### src/rtl/ctrl_pipeline.sv
// ctrl_pipeline: decodes 16-bit instruction words into stage-1 mux selects and carries
// valid, write-enable and destination down a STAGES-deep control pipeline.
//
// Parameters:
//   STAGES  pipeline depth (2..8)
//   CNT_W   width of the retire counter
//
// Ports:
//   clk       clock, rising edge
//   rst_n     asynchronous active-low reset
//   op_valid  op_in holds an instruction offered for acceptance
//   op_in     instruction word
//   stall     freeze every stage this cycle
//   flush     kill stages 1..STAGES-1 (taken branch); wins over stall
//   op_ready  offered instruction is accepted this cycle when op_valid is high
//   ctl_d     stage-1 mux selects {s7,s6,s5,s4,s3,s2,s1}, zero when stage 1 is empty
//   v_d       stage 1 valid
//   we_w      last-stage register write enable
//   wdst_w    last-stage destination register
//   retired   count of valid instructions leaving the last stage
//
// Optional feature: define CTRL_HAZARD_EN to hold off an instruction that reads the
// destination of a load sitting in stage 1 (one bubble is inserted).

module ctrl_pipeline #(
    parameter int unsigned STAGES = 3,
    parameter int unsigned CNT_W  = 16
) (
    input  logic             clk,
    input  logic             rst_n,
    input  logic             op_valid,
    input  logic [15:0]      op_in,
    input  logic             stall,
    input  logic             flush,
    output logic             op_ready,
    output logic [6:0]       ctl_d,
    output logic             v_d,
    output logic             we_w,
    output logic [2:0]       wdst_w,
    output logic [CNT_W-1:0] retired
);

    // Index 0 is stage 1, index STAGES-1 is the last stage.
    logic [STAGES-1:0] vld_q;
    logic [STAGES-1:0] we_q;
    logic [2:0]        dst_q [STAGES];
    logic [6:0]        ctl_q;
    logic [CNT_W-1:0]  retired_q;

    logic [6:0] dec_ctl;
    logic       dec_we;
    logic       hazard;
    logic       accept;
    logic       retire;

    // Low nibble of the instruction carries no control information.
    logic unused_op_bits;
    assign unused_op_bits = ^op_in[3:0];

    // Decode; bit 0 of dec_ctl is s1, bit 6 is s7.
    always_comb begin
        dec_ctl = 7'b0000000;
        dec_we  = 1'b0;
        unique case (op_in[15:14])
            2'b00: begin
                dec_ctl = 7'b0010100;
                dec_we  = 1'b1;
            end
            2'b01: begin
                dec_ctl = 7'b0100100;
                dec_we  = 1'b1;
            end
            2'b10: begin
                unique case (op_in[13:11])
                    3'b000, 3'b001, 3'b010, 3'b011: dec_ctl = 7'b0000100;
                    3'b101:                         dec_ctl = 7'b0000101;
                    3'b110:                         dec_ctl = 7'b1000111;
                    default:                        dec_ctl = 7'b0000111;
                endcase
                dec_we = (op_in[13:11] == 3'b000) || (op_in[13:11] == 3'b001) ||
                         (op_in[13:11] == 3'b010) || (op_in[13:11] == 3'b110);
            end
            default: begin
                dec_ctl = (op_in[7:4] == 4'b1100) ? 7'b0011000 : 7'b0000000;
                dec_we  = !((op_in[7:4] == 4'd5)  || (op_in[7:4] == 4'd7) ||
                            (op_in[7:4] == 4'd13) || (op_in[7:4] == 4'd14) ||
                            (op_in[7:4] == 4'd15));
            end
        endcase
    end

`ifdef CTRL_HAZARD_EN
    logic ld_q;

    // A load in stage 1 whose destination is a source of the offered instruction.
    assign hazard = vld_q[0] && ld_q && op_valid &&
                    ((dst_q[0] == op_in[13:11]) || (dst_q[0] == op_in[10:8]));
`else
    assign hazard = 1'b0;
`endif

    assign op_ready = rst_n && !stall && !flush && !hazard;
    assign accept   = op_valid && op_ready;
    // Flush lets the last stage leave even when stall is also asserted.
    assign retire   = vld_q[STAGES-1] && (flush || !stall);

    always_ff @(posedge clk or negedge rst_n) begin
        if (!rst_n) begin
            vld_q     <= '0;
            we_q      <= '0;
            ctl_q     <= '0;
            retired_q <= '0;
            for (int i = 0; i < STAGES; i++) begin
                dst_q[i] <= 3'b000;
            end
`ifdef CTRL_HAZARD_EN
            ld_q      <= 1'b0;
`endif
        end else begin
            if (flush) begin
                vld_q <= '0;
            end else if (!stall) begin
                vld_q <= {vld_q[STAGES-2:0], accept};
            end
            if (!stall) begin
                ctl_q    <= dec_ctl;
                we_q     <= {we_q[STAGES-2:0], dec_we};
                dst_q[0] <= op_in[10:8];
                for (int i = 1; i < STAGES; i++) begin
                    dst_q[i] <= dst_q[i-1];
                end
`ifdef CTRL_HAZARD_EN
                ld_q     <= (op_in[15:14] == 2'b00);
`endif
            end
            if (retire) begin
                retired_q <= retired_q + CNT_W'(1);
            end
        end
    end

    assign v_d     = vld_q[0];
    assign ctl_d   = vld_q[0] ? ctl_q : 7'b0000000;
    assign we_w    = vld_q[STAGES-1] && we_q[STAGES-1];
    assign wdst_w  = dst_q[STAGES-1];
    assign retired = retired_q;

endmodule

### config.mk
export PLATFORM = sky130hd
export DESIGN_NAME = ctrl_pipeline
export DESIGN_NICKNAME = d
export VERILOG_FILES = /design/src/rtl/ctrl_pipeline.sv
export SDC_FILE = /design/constraint.sdc
export NUM_CORES = 1
export LEC_CHECK = 0
export ABC_AREA = 1
export BUFFER_PORTS_ARGS = -buffer_cell sky130_fd_sc_hd__buf_2
export CORE_ASPECT_RATIO = 1.25
export CORE_MARGIN = 4
export CORE_UTILIZATION = 52
export DETAILED_ROUTE_END_ITERATION = 8
export PLACE_DENSITY = 0.79
export SLEW_MARGIN = 30
export SYNTH_ARGS = -nofsm -noshare
export SYNTH_HDL_FRONTEND = slang
export SYNTH_SLANG_ARGS = --single-unit
export TNS_END_PERCENT = 5
### constraint.sdc
create_clock -name clk -period 1.5 [get_ports clk]
set_input_delay 0.225 -clock clk [delete_from_list [all_inputs] [get_ports clk]]
set_output_delay 0.225 -clock clk [all_outputs]
set_load 0.03 [all_outputs]
* Word-level counts from Yosys, hierarchy flattened *
Cells that the tools add are included.

word-level totals
  memory bits (writable) = 0
  bits in registers = 38
  bits in latches = 0
  word-level logic and storage cells = 49
  output and inout bits = 29
  bits in read-only memories = 0
  input port bits = 21
  memories = 0

operators by class
  multipliers = 0
  $lt $le $gt $ge = 0
  muxes and demuxes = 7
  add/subtract/negate cells = 1
  bitwise gates (word level) = 0
  div/mod/pow operators = 0
  equality and inequality tests = 14
  shift-type cells = 0
  reductions and logical operators = 20

operators by type and width
  operator                 count
  $pmux W7 S3              2
  $add A16 B1 Y16 const B  1
  $eq A4 B4 Y1 const B     4
  $eq A4 B3 Y1 const B     2
  $logic_or A1 B1 Y1       8
  $mux W7                  1
  $eq A3 B2 Y1 const B     2
  $eq A3 B3 Y1 const B     2
  $mux W3                  2
  $logic_and A1 B1 Y1      5
  $mux W5                  1
  $reduce_or A4 Y1         1
  $eq A3 B1 Y1 const B     1
  $logic_not A1 Y1         3
  $logic_not A3 Y1         1
  $eq A2 B1 Y1 const B     1
  $eq A2 B2 Y1 const B     1
  $logic_not A2 Y1         1
  $ne A2 B1 Y1 const B     1
  $pmux W1 S2              1
  $reduce_or A2 Y1         1

* Logic depth before layout (Yosys ltp) *
Gate-level depths: netlist (run 1).

  word-level depth = 7
  mapped depth = 8

* Least setup slack after synthesis (run 1) *
No wires, ideal clock.

  path type = reg-to-reg
  start = register retired_q[0] (netlist: retired[0])
  end = register retired_q[8] (netlist: retired[8])
  clock period less this slack = 1.418 ns
  path slack = 0.082 ns
  data arrival time = 1.299 ns
  buffers on the path = 0
  library setup time = 0.119 ns
  stages on the path, launching flop included = 7
  data required time = 1.381 ns
  cells stage by stage = dfrtp_1 > ha_1 > nand3_1 > nor2_4 > nand2_1 > xor2_1 > inv_1

on the way
  longest elaborated chain between the ends = 1

RTL lines
  what                    line  text
  from (decl)             48    logic [CNT_W-1:0] retired_q;
  from (signal assigned)  137   retired_q <= retired_q + CNT_W'(1);
  $add A16 B1 Y16         137

No other way between the ends.
A chain may end at the register's enable or synchronous reset.

* Worst setup path after layout (run 1) *
  start = register vld_q[0]
  end = output ctl_d[4]

on the way
  longest elaborated chain between the ends = 1

RTL lines
  what                    line  text
  from (decl)             44    logic [STAGES-1:0] vld_q;
  from (signal assigned)  123   vld_q <= {vld_q[STAGES-2:0], accept};
  $mux W7                 143   assign ctl_d = vld_q[0] ? ctl_q : 7'b0000000;
  to (decl)               36    output logic [6:0] ctl_d,

No other way between the ends.

==> results of run 1 <==
## critical path: cells and delay by family, from the launching register on
kind	cells	cell delay (ps)
flip-flops	1	500
buffers and inverters	2	260
AND/OR/NAND/NOR	1	80
## power breakdown
part	internal, mW	switching, mW
clock	0.495	0.382
sequential	1.09	0.0542
combinational	0.0950	0.194
## kinds of logic (layout without fill, tap and decap cells)
group	Yosys count	after routing
AND/OR/NAND/NOR	114	114
buffers and inverters	39	87
flip-flops	38	38
AO/OA/AOI/OAI	22	22
XOR/XNOR	9	9
adder cells (fa/ha/maj)	1	1
## stage by stage
step | std cells | setup slack (ps) | power [mW] | util
global placement | 302 | 236 | 1.45 | 0.607
floorplan | 223 | 81.9 | 1.36 | -
CTS | 310 | 116 | 2.34 | 0.640
finish | 310 | 145 | 2.31 | 0.640
detailed placement | 302 | 197 | 1.46 | 0.607
global route | 310 | 29.0 | 2.42 | 0.640
## per-layer routing
metal | part of all wire | vias to the layer above | global-route usage | wire length [um]
met4 | 0.017 | 0 | 0.0566 | 62
met1 | 0.40 | 733 | 0.211 | 1510
li1 | - | 782 | - | -
met2 | 0.52 | 40 | 0.334 | 1960
met5 | 0 | - | 0 | 0
met3 | 0.056 | 8 | 0.0446 | 211
## worst max-delay path by stage
stage	startpoint	end	slack, ps
after global routing	vld_q[0]	ctl_d[6]	30
final	vld_q[0]	ctl_d[4]	150
after detailed placement	retired[0]	retired[8]	200
after CTS	vld_q[0]	ctl_d[4]	120
after global placement	retired[0]	retired[8]	240
after floorplan	retired[0]	retired[8]	80
## final cells by class
class | instances | share of cell area
Clock buffer | 5 | 0.0311
Clock inverter | 3 | 0.0204
Inverter | 31 | 0.0526
Multi-Input combinational cell | 146 | 0.332
Sequential cell | 38 | 0.430
Tap cell | 39 | 0.0221
Timing Repair Buffer | 48 | 0.112
## cell usage after synthesis
library cell  count
o31ai_1           1
inv_1            28
o21ai_1           2
buf_4             3
nand4_1           7
a21oi_1           3
nand2_2           1
clkbuf_1          2
o21ai_0          14
clkinv_1          1
dfrtp_1          38
nor3_2            1
nand2_8           2
nand3_2           1
buf_6             1
ha_1              1
xnor2_1           4
o22ai_1           1
nand3b_1          2
inv_2             2
nor3_1            2
nor2_4            2
nor2_1           17
o211ai_1          1
nand3_1           6
nand2_1          73
xor2_1            5
buf_2             2
## cells in the final DEF, fill, tap and decap left out
cell type and instances:
a21oi_1 3, buf_2 45, buf_4 3, bufinv_16 1, clkbuf_8 5, clkinv_1 1, clkinvlp_4 2, dfrtp_1 38
ha_1 1, inv_1 28, inv_2 2, nand2_1 73, nand2_2 1, nand2_8 2, nand3_1 6, nand3_2 1
nand3b_1 2, nand4_1 7, nor2_1 17, nor2_4 2, nor3_1 2, nor3_2 1, o211ai_1 1, o21ai_0 14
o21ai_1 2, o22ai_1 1, o31ai_1 1, xnor2_1 4, xor2_1 5
## state kept, by name, indices dropped and copies added, names as in the netlist
| register | count |
|---|---|
| dst_q | 6 |
| vld_q | 3 |
| wdst_w | 3 |
| retired | 16 |
| we_q | 3 |
| ctl_q | 7 |
==> results.yml, run 1 <==
cells_and_area:
  multiInputGateArea_um2: 733
  seq_area_um2: 951
  drive_gt1_frac: 0.240
  stdcell_area_um2: 2210
  n_antenna_cell: 0
  areaGrowthSynthToFinish_pct: 19.4
  n_fill_cell: 318
  nets: 292
placement:
  gp_congestion: 0.880
  io_buffers: 45
  place.detailed.hpwl_um: 2760
  place_area_um2: 2100
yosys:
  synth_compound_area_frac: 0.0628
  synthDistinctLibCells: 28
  synth_xor_area_frac: 0.0426
  syn_nets: 245
  synth-simple-area-share: 0.284
  synth.avg_cell_area_um2: 8.30
  yosysSeqAreaShare: 0.514
  yosys_warnings: 0
  synthMuxAreaShare: 0
  yosys_register_bits: 38
  synth_area_leaders: "dfrtp_1 51%, nand2_1 15%, inv_1 5.7%, o21ai_0 3.8%, nor2_1 3.4%"
  synth_fa_ha_area_frac: 0.00676
  syn_area_um2: 1850
  synth_cells: 223
  synth_top_area_share: 0.514
  yosysTopAreaCell: "dfrtp_1"
  synth_top_family_by_area: "simple AND/OR/NAND/NOR gates"
floorplanning:
  die_w_um: 61.4
  core_area_um2: 3450
  io_pins: 50
  rows: 24
  initial_utilization: 0.536
  dieArea_um2: 4590
  die_y_um: 74.7
drt:
  num_vias: 1563
  drcViolationCount: 0
  ant_nets: 0
  dr.pass1.iters: 4
  wl_per_cell_um: 12.1
  drtIter0Drc: 78
  wl_um: 3740
  via_per_inst: 5.04
critical_path:
  critical_path.startpoint_type: "register"
  crit_arrival_ps: 1130
  cp.required_ps: 1270
  slowest_stage: "dfrtp_1"
  slowest_delay_ps: 500
  rr_endpoint: "retired[8]"
  r2r.worst_path.cells: 6
  r2r-start: "retired[0]"
  worstSetupPathType: "register to output port"
  path_cells: "nand2_1 > inv_1 > buf_2"
  reg2reg_slack_ps: 200
  worst_setup_path_end_kind: "output port"
  crit_fanout: 9
clock_tree:
  postCtsSetupRepairBufs: 0
  clock_sinks: 38
  cts_inserted_buffers: 5
  cts.hold.buffers_added: 0
  cts_resized: 0
  cts.clk_slew.worst_paths_ps: 80
  clk_path_buf_depth: 2
  cts_tree: "done"
  insertion_delay_ps: 290
  root_buffer: "clkbuf_8"
  h-tree-depth: 2
global_routing:
  track_usage: 0.185
  grt_start_max_net_pins: 39
  grt_pass1_vias: 1469
  antenna_found_initial: 0
  grt_first_pass_wirelength_um: 6390
  grt-ovfl-total: 0
status:
  outcome: "finished, final reports clean"
power:
  power_density_nw_per_um2: 1050
  ir_worst_vdd_uv: 969
  leakagePower_nw: 1.23
min_path:
  min_path_type: "input pin to asynchronous set/reset pin"
timing:
  min_period_over_period: 0.903
  fmax_ghz: 0.738
  finalCriticalPeriod_ps: 1350
  rsz0062_at_grt: "false"
  clock_skew_ps: 5.86
  worst_pin_slew_ps: 461
  setup_viol_count_final: 0
  drv_slew: 0
  tns_ps: 0
  maxSlewHeadroom: 0.693
  hold_slack_ps: 21.5
  hold_violations: 0
run:
  maxCapViolCount: 0
Power figures use the tool's default switching activity.
==> inputs of run 2 (changes only) <==
--- a/config.mk
+++ b/config.mk
@@ -5,13 +5,14 @@
 export SDC_FILE = /design/constraint.sdc
 export NUM_CORES = 1
 export LEC_CHECK = 0
-export ABC_AREA = 1
+export ABC_AREA = 0
 export BUFFER_PORTS_ARGS = -buffer_cell sky130_fd_sc_hd__buf_2
+export CAP_MARGIN = 5
 export CORE_ASPECT_RATIO = 1.25
 export CORE_MARGIN = 4
-export CORE_UTILIZATION = 52
+export CORE_UTILIZATION = 50
 export DETAILED_ROUTE_END_ITERATION = 8
-export PLACE_DENSITY = 0.79
+export PLACE_DENSITY = 0.78
 export SLEW_MARGIN = 30
 export SYNTH_ARGS = -nofsm -noshare
 export SYNTH_HDL_FRONTEND = slang
==> run 2 against run 1 <==
  * Core utilization down 0.24 points
  * Die area fell by 5.2%
  * Clock skew decreased by 2.4 ps
  * Critical path depth decreased by 1
  * Final cell count fell by 26%
  * Total power is 4.9% lower
  * Global-route usage fell by 1.1 points
==> results.yml, run 2 <==
status:
  outcome: "finished, final reports clean"
yosys:
  synthDistinctLibCells: 29
  yosysSeqAreaShare: 0.567
  syn_nets: 163
  synth_edf_count: 0
  synth_area_leaders: "dfrtp_1 57%, mux2_2 9.4%, xnor2_1 4.7%, and2_1 3.4%, xor2_1 3.1%"
  yosysTopAreaCell: "dfrtp_1"
  synth_top_area_share: 0.567
  synth.most_common_cell: "dfrtp_1"
  ys.flop_type: "dfrtp_1"
  synth.avg_cell_area_um2: 11.9
  yosys_warnings: 0
  synthArstFlopShare: 1.00
  yosys_register_bits: 38
  synth_cells: 141
  syn_area_um2: 1680
  synth_common_cells: "38 x dfrtp_1, 14 x mux2_2, 12 x nand2_1"
timing:
  setup_slack_ps: 109
  setup_viol_count_final: 0
  hold_violations: 0
  rsz0062_at_grt: "false"
  finalCriticalPeriod_ps: 1390
  tns_ps: 0
  worst_pin_slew_ps: 505
  drv_slew: 0
  min_period_over_period: 0.927
  fmax_ghz: 0.719
  clock_skew_ps: 3.47
  maxSlewHeadroom: 0.659
global_routing:
  met2_usage: 0.272
  grt-ovfl-total: 0
  grt_pass1_vias: 1262
  antenna_found_initial: 0
  busiest_layer: "met2"
  track_usage: 0.174
  grt_first_pass_wirelength_um: 5660
  use_met1: 0.220
  use_met3: 0.0389
  grt_start_max_net_pins: 39
floorplanning:
  core_area_um2: 3220
  die_w_um: 59.8
  dieArea_um2: 4350
  initial_utilization: 0.520
  rows: 23
  die_y_um: 72.7
  io_pins: 50
clock_tree:
  clk_path_buf_depth: 2
  postCtsSetupRepairBufs: 0
  root_buffer: "clkbuf_8"
  cts.clk_slew.worst_paths_ps: 70
  cts_inserted_buffers: 5
  clock_sinks: 38
  cts_tree: "done"
  insertion_delay_ps: 280
  h-tree-depth: 2
cells_and_area:
  largest_reg_flops: 16
  final_common_cell: "buf_2"
  stdcell_count: 228
  areaGrowthSynthToFinish_pct: 22.6
  mostFrequentLayoutCells: "45 x buf_2, 37 x dfrtp_1, 14 x mux2_2"
  drive_gt1_frac: 0.393
  utilization: 0.638
  n_antenna_cell: 0
  stdcell_area_um2: 2060
  nets: 212
critical_path:
  rr_endpoint: "retired[14]"
  critical_path.startpoint_type: "register"
  slowest_delay_ps: 490
  path_cells: "and2_1 > buf_2"
  reg2reg_slack_ps: 130
  cp.required_ps: 1270
  crit_arrival_ps: 1170
  critPathTopFamily: "flip-flops"
  worst_setup_path_end_kind: "output port"
  crit_fanout: 10
  r2r-start: "retired[5]"
  r2r.worst_path.cells: 4
  worstSetupPathType: "register to output port"
  cp_num_buf_inv: 1
  slowest_stage: "dfrtp_1"
power:
  swShare: 0.242
  pwr-share-seq: 0.518
  p_int_mw: 1.67
  switching_power_mw: 0.533
  clkPwrFrac: 0.362
  combinationalPowerShare: 0.120
  ir_worst_vdd_uv: 845
  power_density_nw_per_um2: 1070
  leakagePower_nw: 1.07
drt:
  drcViolationCount: 0
  drtIter0Drc: 63
  wl_per_cell_um: 14.0
  num_vias: 1203
  via_per_inst: 5.28
  dr.pass1.iters: 4
  ant_nets: 0
  wl_um: 3200
placement:
  place_inst: 220
  place.detailed.hpwl_um: 2370
  dp_slack_ps: 138
  place_area_um2: 1940
  gp_congestion: 0.777
  io_buffers: 45
min_path:
  min_path_type: "input pin to asynchronous set/reset pin"
run:
  maxCapViolCount: 0
==> run 2: worst max path at each step <==
stage	startpoint	endpoint	slack, ps	cells after the start
5_1_grt	retired[5]	retired[14]	20	4
2_1_floorplan	retired[4]	retired[15]	50	4
6_report	vld_q[0]	ctl_d[3]	110	2
4_1_cts	vld_q[0]	ctl_d[3]	100	2
3_5_place_dp	retired[4]	retired[15]	140	4
3_3_place_gp	retired[4]	retired[15]	160	4
==> run 2: cell families (layout without fill, tap and decap cells) <==
kind of cell / count (synthesis) / in the layout / share of synthesized area
AND/OR/NAND/NOR: 52 / 52 / 0.172
flip-flops: 38 / 38 / 0.567
multiplexers: 17 / 17 / 0.112
XOR/XNOR: 15 / 15 / 0.0784
AO/OA/AOI/OAI: 10 / 10 / 0.0366
buffers and inverters: 8 / 58 / 0.0261
adder cells (fa/ha/maj): 1 / 1 / 0.00746
==> run 2: metal layers <==
layer	vias to the layer above	routed length [um]
li1	581	-
met1	571	1350
met2	44	1540
met3	7	238
met4	0	68
met5	-	0
==> run 2: power by group through the flow <==
stage | sequential, mW | clock [mW] | combinational, mW
2_1_floorplan | 1.17 | 0 | 0.165
3_3_place_gp | 1.15 | 0 | 0.258
3_5_place_dp | 1.16 | 0 | 0.268
4_1_cts | 1.14 | 0.822 | 0.269
5_1_grt | 1.15 | 0.873 | 0.289
6_report | 1.14 | 0.797 | 0.263
==> run 2: final cells by class <==
type                            instances  area (um2)
Clock buffer                            8         110
Inverter                                2        7.51
Multi-Input combinational cell         95         692
Tap cell                               37        46.3
Sequential cell                        38         952
Fill cell                             275        1170
Timing Repair Buffer                   48         248
==> run 2: repair_timing <==
item | CTS | global route
gates resized for setup | 0 | 2
hold buffers | 0 | 0
endpoints found under the setup margin | 0 | 1
==> run 2: per-stage QoR <==
step / total power, mW / hold WS, ps
finish: 2.20 / 35.0
global placement: 1.41 / 341
global route: 2.31 / 69.0
floorplan: 1.34 / -70.6
detailed placement: 1.43 / 357
CTS: 2.23 / 46.0
==> inputs of run 3 (changes only) <==
--- a/config.mk
+++ b/config.mk
@@ -6,13 +6,13 @@
 export NUM_CORES = 1
 export LEC_CHECK = 0
 export ABC_AREA = 0
-export BUFFER_PORTS_ARGS = -buffer_cell sky130_fd_sc_hd__buf_2
-export CAP_MARGIN = 5
-export CORE_ASPECT_RATIO = 1.25
+export CAP_MARGIN = 20
+export CORE_ASPECT_RATIO = 0.5
 export CORE_MARGIN = 4
-export CORE_UTILIZATION = 50
+export CORE_UTILIZATION = 60
 export DETAILED_ROUTE_END_ITERATION = 8
-export PLACE_DENSITY = 0.78
+export DONT_BUFFER_PORTS = 1
+export PLACE_DENSITY = 0.76
 export SLEW_MARGIN = 30
 export SYNTH_ARGS = -nofsm -noshare
 export SYNTH_HDL_FRONTEND = slang
==> run 3 against run 2 <==
  * Register-to-register slack about the same
  * Design area down 3.0%
  * Total power up 11%
  * Via count down 8.6%
  * Sequential power about the same
  * Hold slack better by 11 ps
  * Final cell count down 13%
  * Core utilization up 12 points
==> results.yml, run 3 (synthesis gave the netlist of run 2 again) <==
status:
  outcome: "finished, final reports clean"
drt:
  wl_um: 3400
  num_vias: 1099
  dr.pass1.iters: 4
  wl_per_cell_um: 17.1
  via_per_inst: 5.52
  drtIter0Drc: 61
  ant_nets: 0
  drcViolationCount: 0
timing:
  hold_violations: 0
  worst_pin_slew_ps: 527
  setup_viol_count_final: 0
  fmax_ghz: 0.727
  drv_slew: 0
  tns_ps: 0
  maxSlewHeadroom: 0.647
  clock_skew_ps: 4.15
  rsz0062_at_grt: "false"
  finalCriticalPeriod_ps: 1380
  min_period_over_period: 0.918
critical_path:
  path_cells: "and2_1 > nand4_2 > nor3_1 > xor2_1"
  r2r-start: "retired[3]"
  cp.required_ps: 1710
  crit_arrival_ps: 1590
  r2r.worst_path.cells: 4
  worstSetupPathType: "register to register"
  crit_fanout: 6
  worst_setup_path_end_kind: "register"
  critical_path.startpoint_type: "register"
  critPathCapture: "retired[14]"
  rr_endpoint: "retired[14]"
  slowest_stage: "dfrtp_1"
  cp-startpoint: "retired[3]"
  reg2reg_slack_ps: 120
  slowest_delay_ps: 420
clock_tree:
  h-tree-depth: 2
  cts_tree: "done"
  clk_path_buf_depth: 2
  cts.clk_slew.worst_paths_ps: 80
  clock_sinks: 38
  cts_inserted_buffers: 5
  insertion_delay_ps: 290
  cts_resized: 0
  root_buffer: "clkbuf_8"
cells_and_area:
  areaGrowthSynthToFinish_pct: 19.0
  mostFrequentLayoutCells: "38 x dfrtp_1, 16 x buf_4, 14 x mux2_2"
  utilization: 0.757
  largest_reg_flops: 16
  n_antenna_cell: 0
  drive_gt1_frac: 0.259
  stdcell_count: 199
  n_fill_cell: 182
  final_common_cell: "dfrtp_1"
  nets: 183
placement:
  place.detailed.hpwl_um: 2270
  gp_congestion: 0.656
  io_buffers: 0
  place_inst: 188
floorplanning:
  rows: 13
  io_pins: 50
  core_area_um2: 2640
  initial_utilization: 0.636
  die_w_um: 82.8
  die_y_um: 45.4
  dieArea_um2: 3760
global_routing:
  antenna_found_initial: 0
  grt_pass1_vias: 1187
  grt_start_max_net_pins: 39
  grt_first_pass_wirelength_um: 5470
  grt-ovfl-total: 0
  track_usage: 0.205
power:
  leakagePower_nw: 0.961
  pwr-share-seq: 0.480
  switching_power_mw: 0.545
  clkPwrFrac: 0.442
  p_int_mw: 1.90
  power_density_nw_per_um2: 1220
  combinationalPowerShare: 0.078
  ir_worst_vdd_uv: 752
  swShare: 0.223
run:
  maxCapViolCount: 0
min_path:
  min_path_type: "input pin to register"
[run 3: cell types whose count changed in the layout (fill, tap and decap cells not counted), sizes merged]
cell         previous run  this run
bufinv                  0         2
buf                    48        17
dlygate4sd3             0         2
clkbuf                  8         6
[run 3: worst max-delay path: cells and delay by family (launching register included)]
family                    cells  cell delay (ps)
xor gates and xnor gates      1              170
and+or+nand+nor               3              700
DFF                           1              420
[run 3: worst min path at each step]
stage / endpoint / cells past startpoint / slack (ps) / start
finish: we_q[0] / 1 / 50 / stall
global route: we_q[0] / 1 / 40 / stall
CTS: we_q[0] / 1 / 30 / stall
detailed placement: retired[8] / 0 / -70 / rst_n
global placement: retired[9] / 0 / -70 / rst_n
floorplan: ctl_q[0] / 0 / -70 / rst_n
[run 3: what timing repair did]
item,CTS,global route
setup buffers,0,0
hold buffers,3,0
hold endpoints to repair,41,0
[run 3: routing by layer]
metal | vias to the layer above | track usage | wire (um)
li1 | 522 | - | -
met1 | 534 | 0.217 | 1370
met2 | 38 | 0.373 | 1700
met3 | 5 | 0.0850 | 295
met4 | 0 | 0.0782 | 33
met5 | - | 0 | 0
[run 3: metrics by stage]
stage | power, mW | hold slack, ps | cell area (um2) | setup slack, ps
floorplan | 1.34 | -70.6 | 1680 | 49.5
global placement | 1.34 | -69.7 | 1810 | 243
detailed placement | 1.35 | -69.7 | 1810 | 144
CTS | 2.45 | 33.3 | 1990 | 120
global route | 2.52 | 39.3 | 1990 | 6.27
finish | 2.44 | 45.6 | 1990 | 124
[run 3: layout make-up]
| class | count | area, um2 | share of cell area |
|---|---|---|---|
| clock buffers | 6 | 82.6 | 0.0414 |
| clock inverters | 2 | 60.1 | 0.0301 |
| inverters | 2 | 7.51 | 0.00376 |
| multi-input cells | 95 | 687 | 0.344 |
| flip-flops and latches | 38 | 951 | 0.477 |
| well taps | 37 | 46.3 | 0.0232 |
| repair buffers | 19 | 160 | 0.0803 |
[run 3: power by group through the flow]
stage | logic, mW | registers, mW | clock network (mW)
global placement | 0.154 | 1.18 | 0
detailed placement | 0.163 | 1.19 | 0
floorplan | 0.165 | 1.17 | 0
global route | 0.215 | 1.18 | 1.13
finish | 0.191 | 1.17 | 1.08
CTS | 0.195 | 1.17 | 1.09
